[config.mk]
export PLATFORM = sky130hd
export DESIGN_NAME = key_conditioner
export DESIGN_NICKNAME = d
export VERILOG_FILES = /design/src/rtl/key_conditioner.sv
export SDC_FILE = /design/constraint.sdc
export NUM_CORES = 1
export LEC_CHECK = 0
export CAP_MARGIN = 0
export CELL_PAD_IN_SITES_DETAIL_PLACEMENT = 0
export CELL_PAD_IN_SITES_GLOBAL_PLACEMENT = 1
export CORE_MARGIN = 2
export CORE_UTILIZATION = 30
export DETAILED_ROUTE_END_ITERATION = 16
export GPL_ROUTABILITY_DRIVEN = 0
export PLACE_DENSITY = 0.67
export SYNTH_ARGS = -nofsm -noshare
export SYNTH_HDL_FRONTEND = slang
export SYNTH_SLANG_ARGS = --single-unit
[constraint.sdc]
create_clock -name clk -period 3 [get_ports clk]
set_input_delay 0.45 -clock clk [delete_from_list [all_inputs] [get_ports clk]]
set_output_delay 0.45 -clock clk [all_outputs]
set_load 0.05 [all_outputs]
[src/rtl/key_conditioner.sv]
// Push-button conditioner: per-key synchroniser, stability-counter debounce and press/release pulses.
// Optional `KEY_MUTEX_EN adds single-owner lockout so only one key is visible at a time.
module key_conditioner #(
  parameter int unsigned NUM_KEYS        = 2,
  parameter int unsigned SYNC_STAGES     = 2,
  parameter int unsigned DEBOUNCE_CYCLES = 500000
) (
  input  logic                clk,
  input  logic                reset,
  input  logic [NUM_KEYS-1:0] KEY_raw,
  output logic [NUM_KEYS-1:0] KEY,
  output logic [NUM_KEYS-1:0] pressed,
  output logic [NUM_KEYS-1:0] released,
  output logic                any_held
);

  localparam int unsigned CNT_W = $clog2(DEBOUNCE_CYCLES + 1);

  logic [NUM_KEYS-1:0] sync_q [SYNC_STAGES];
  logic [NUM_KEYS-1:0] sync;
  logic [NUM_KEYS-1:0] stable_q;
  logic [NUM_KEYS-1:0] stable_n;
  logic [CNT_W-1:0]    cnt_q [NUM_KEYS];
  logic [CNT_W-1:0]    cnt_n [NUM_KEYS];
  logic [NUM_KEYS-1:0] fall;
  logic [NUM_KEYS-1:0] rise;
  logic [NUM_KEYS-1:0] key_n;
  logic [NUM_KEYS-1:0] pressed_n;
  logic [NUM_KEYS-1:0] released_n;

  // Synchroniser chain; resets to idle (1) so reset never looks like a press.
  always_ff @(posedge clk) begin
    if (reset) begin
      for (int s = 0; s < SYNC_STAGES; s++) sync_q[s] <= '1;
    end else begin
      sync_q[0] <= KEY_raw;
      for (int s = 1; s < SYNC_STAGES; s++) sync_q[s] <= sync_q[s-1];
    end
  end

  assign sync = sync_q[SYNC_STAGES-1];

  // Stability counter: a change is accepted only after DEBOUNCE_CYCLES consecutive differing samples.
  always_comb begin
    stable_n = stable_q;
    for (int i = 0; i < NUM_KEYS; i++) begin
      cnt_n[i] = '0;
      if (sync[i] != stable_q[i]) begin
        if (cnt_q[i] == CNT_W'(DEBOUNCE_CYCLES - 1)) stable_n[i] = sync[i];
        else                                         cnt_n[i]    = cnt_q[i] + CNT_W'(1);
      end
    end
  end

  always_ff @(posedge clk) begin
    if (reset) begin
      stable_q <= '1;
      for (int i = 0; i < NUM_KEYS; i++) cnt_q[i] <= '0;
    end else begin
      stable_q <= stable_n;
      for (int i = 0; i < NUM_KEYS; i++) cnt_q[i] <= cnt_n[i];
    end
  end

  assign fall = stable_q & ~stable_n;
  assign rise = ~stable_q & stable_n;

`ifdef KEY_MUTEX_EN
  localparam int unsigned IDX_W = (NUM_KEYS > 1) ? $clog2(NUM_KEYS) : 1;

  typedef enum logic {ST_IDLE, ST_OWNED} state_t;

  state_t              state;
  logic [IDX_W-1:0]    owner;
  logic [NUM_KEYS-1:0] blocked;
  logic [NUM_KEYS-1:0] blocked_n;
  logic [NUM_KEYS-1:0] lock;
  logic                grant_vld;
  logic [IDX_W-1:0]    grant_idx;

  // Highest-index falling key wins the grant; any other key held meanwhile stays blocked until released.
  always_comb begin
    grant_vld = 1'b0;
    grant_idx = '0;
    for (int i = 0; i < NUM_KEYS; i++) begin
      if (fall[i]) begin
        grant_vld = 1'b1;
        grant_idx = IDX_W'(i);
      end
    end
    for (int i = 0; i < NUM_KEYS; i++) begin
      lock[i] = (state == ST_OWNED) ? (owner != IDX_W'(i))
                                    : (grant_vld && (grant_idx != IDX_W'(i)));
    end
    blocked_n  = ~stable_n & (blocked | lock);
    key_n      = stable_n | blocked_n;
    pressed_n  = fall & ~blocked_n;
    released_n = rise & ~blocked;
  end

  always_ff @(posedge clk) begin
    if (reset) begin
      state   <= ST_IDLE;
      owner   <= '0;
      blocked <= '0;
    end else begin
      blocked <= blocked_n;
      case (state)
        ST_IDLE: begin
          if (grant_vld) begin
            state <= ST_OWNED;
            owner <= grant_idx;
          end
        end
        ST_OWNED: begin
          if (rise[owner]) state <= ST_IDLE;
        end
        default: state <= ST_IDLE;
      endcase
    end
  end
`else
  always_comb begin
    key_n      = stable_n;
    pressed_n  = fall;
    released_n = rise;
  end
`endif

  // Registered outputs change on the same edge as the debounced level.
  always_ff @(posedge clk) begin
    if (reset) begin
      KEY      <= '1;
      pressed  <= '0;
      released <= '0;
      any_held <= 1'b0;
    end else begin
      KEY      <= key_n;
      pressed  <= pressed_n;
      released <= released_n;
      any_held <= |(~key_n);
    end
  end

endmodule
==> results.cfg <==
[synthesis]
netlist.area_leader.share = 0.497
muxShareOfSynthArea = 0.0101
yosysSeqAreaShare = 0.497
syn_inst = 212
synth_top_cells_by_count = dfxtp_1, nor2_1, xor2_1
synth_area_leaders = dfxtp_1, xor2_1, nor2_1
syn_area_per_cell_um2 = 9.32
synth-compound-area-share = 0.00253
synthAdderAreaFrac = 0.0127
synth_top_area_cell = dfxtp_1
netlist_area_mm2 = 0.00198
ys_seq_elements = 49
ys_async_sr_fraction = 0
ys_types = 30
dominantRegCellSynth = dfxtp_1
synth-warning-count = 0
synth-edff-count = 0
synthesis.nets = 218
synth_xor_area_frac = 0.155
synth-simple-area-share = 0.296
synth_top_family_by_area = simple AND/OR/NAND/NOR gates

[hold_path]
hp-class = reg -> reg
holdCritStartpoint = sync_q[0][1]$_SDFF_PP1_
whs_path_depth = 1
holdPathEnd = sync_q[0][3]$_SDFF_PP1_

[timing]
maxSlewViolCount = 0
hold_viol_final = 0
min_period_ns = 2.01
rsz0062_at_grt = no
skew_ns = 0.0122
setup_ws_ns = 0.995
tightest_slew_ns = 0.757
fmaxAchievable_ghz = 0.499
min_period_over_period = 0.668
slew_headroom = 0.491
finalSetupViolCount = 0
timing.setup.tns_ns = 0

[clock_network]
cts_root_buffer = clkbuf_8
cts_tree = built
clkLatencyLatePin_ns = 0.30
cts_hold_buf = 0
cts.path.max_buffers = 2
cts_made_buffers = 5
clkTransAtPathRegs_ns = 0.09
post-cts-setup-buffer-count = 0
cts_resized = 0
clock_sinks = 49
h-tree-depth = 2

[routing]
drtAntennaViolNets = 0
num_vias = 1377
routedWlPerCell_um = 10.8
avgViaCountPerCell = 4.54
drt_pass1_iterations = 4
drt_iter0_drc = 57
drt-total-wl_um = 3270
drc = 0

[global_routing]
grt_pass1_vias = 1282
grt_use_total = 0.0997
antenna_found_initial = 0
grt_pass1_wl_um = 5770
grt_max_degree = 20
grt_overflow_total = 0

[final_layout]
num-nets-final = 231
finish.utilization = 0.353
stdcell_count = 303
synthToLayoutAreaGrowth_pct = 13.4
n_antenna_cell = 0
drive_above_1_share = 0.0664

[floorplan]
die_h_um = 85.2
num_io_pins = 11
initial_utilization = 0.311
die_x_um = 85.2
dieArea_mm2 = 0.00725
rows = 29
core_mm2 = 0.00635

[worst_setup_path]
cp.arrival_ns = 2.17
reg2reg_to = cnt_q[0][35]$_SDFF_PP0_
crit_required_ns = 3.16
cp-end-kind = flip-flop
path_max_fanout = 19
cpPeakStageDelay_ns = 0.57
r2r_start = cnt_q[0][27]$_SDFF_PP0_
cpMaxStageDelayCell = or3_1
path_class = reg -> reg
reg2reg_slack_ns = 0.99
cp-start-kind = flip-flop
crit_chain = nor4b_1, nand4_1, nor3_2, or3_1, nor2_1
rr_worst_depth = 5

[place]
place_ws_ns = 0.942
place.detailed.hpwl_um = 2240
io_buffers = 10
place_inst = 295

[status]
outcome = finished, final reports clean

[power_and_ir_drop]
peakVddDrop_mv = 0.305
p_leak_nw = 0.752
p_per_area_mw_per_mm2 = 505

[run]
cap_violations = 0
critical path, delay by kind of cell (launching register included):
family | cells | cell delay (ns)
simple gates | 5 | 1.45
flops | 1 | 0.40
logic make-up (layout without fill, tap and decap cells):
| group | Yosys count | after routing |
|---|---|---|
| adder cells (fa/ha/maj) | 2 | 2 |
| AND/OR/NAND/NOR | 116 | 116 |
| XOR/XNOR | 35 | 35 |
| buffers and inverters | 7 | 21 |
| AO/OA/AOI/OAI | 1 | 1 |
| flip-flops | 49 | 49 |
| multiplexers | 2 | 2 |
registers in the layout, indices dropped and copies added, names as in the netlist:
name	cells
KEY	2
any_held	1
cnt_q	38
pressed	2
released	2
sync_q	4
power by group:
part | switching, W | total (W) | internal, W
clock network | 0.000214 | 0.000464 | 0.000250
registers | 0.00000168 | 0.000655 | 0.000653
logic | 0.00000724 | 0.0000137 | 0.00000650
cell usage in the layout, fill, tap and decap left out, drive strengths merged:
cell type	n
mux2i	2
clkbuf	6
ha	2
and2	2
nor2	49
dfxtp	49
a21oi	1
nand3	12
nor3b	1
inv	3
and3	9
xor2	22
nor4	1
or3	1
or4b	1
nand2	13
nand4bb	1
nor4b	1
clkdlybuf4s50	10
and4	5
nor3	4
nand2b	2
xnor2	13
or2	4
bufinv	1
nand4	10
clkinv	1
metrics by stage:
stage          power, W  area [µm²]  hold slack (ns)
3_5_place_dp   0.000684        2130            0.401
4_1_cts         0.00115        2240            0.423
6_report        0.00113        2240            0.418
2_1_floorplan  0.000681        1980            0.389
5_1_grt         0.00118        2240            0.428
3_3_place_gp   0.000684        2130            0.392
per-layer routing:
metal,wire (µm),track usage,vias up
li1,-,-,733
met1,1750,0.132,630
met2,1400,0.146,10
met3,79,0.0350,4
met4,46,0.0433,0
met5,0,0,-
worst max-delay path by stage:
stage	start	to	slack, ns	cells past startpoint
6_report	cnt_q[0][27]$_SDFF_PP0_	cnt_q[0][35]$_SDFF_PP0_	0.99	5
2_1_floorplan	cnt_q[0][26]$_SDFF_PP0_	cnt_q[0][30]$_SDFF_PP0_	1.43	6
3_3_place_gp	cnt_q[0][27]$_SDFF_PP0_	cnt_q[0][30]$_SDFF_PP0_	0.96	5
5_1_grt	cnt_q[0][27]$_SDFF_PP0_	cnt_q[0][31]$_SDFF_PP0_	0.67	5
4_1_cts	cnt_q[0][27]$_SDFF_PP0_	cnt_q[0][35]$_SDFF_PP0_	0.91	5
3_5_place_dp	reset	cnt_q[0][35]$_SDFF_PP0_	0.94	3
area by class of cell:
class | instances | area [µm²]
Tap cell | 77 | 96.3
Multi-Input combinational cell | 156 | 941
Inverter | 3 | 11.3
Clock buffer | 6 | 72.6
Fill cell | 659 | 4110
Clock inverter | 2 | 38.8
Sequential cell | 49 | 981
Timing Repair Buffer | 10 | 100
Note: power is estimated with default switching activity, not from simulation.
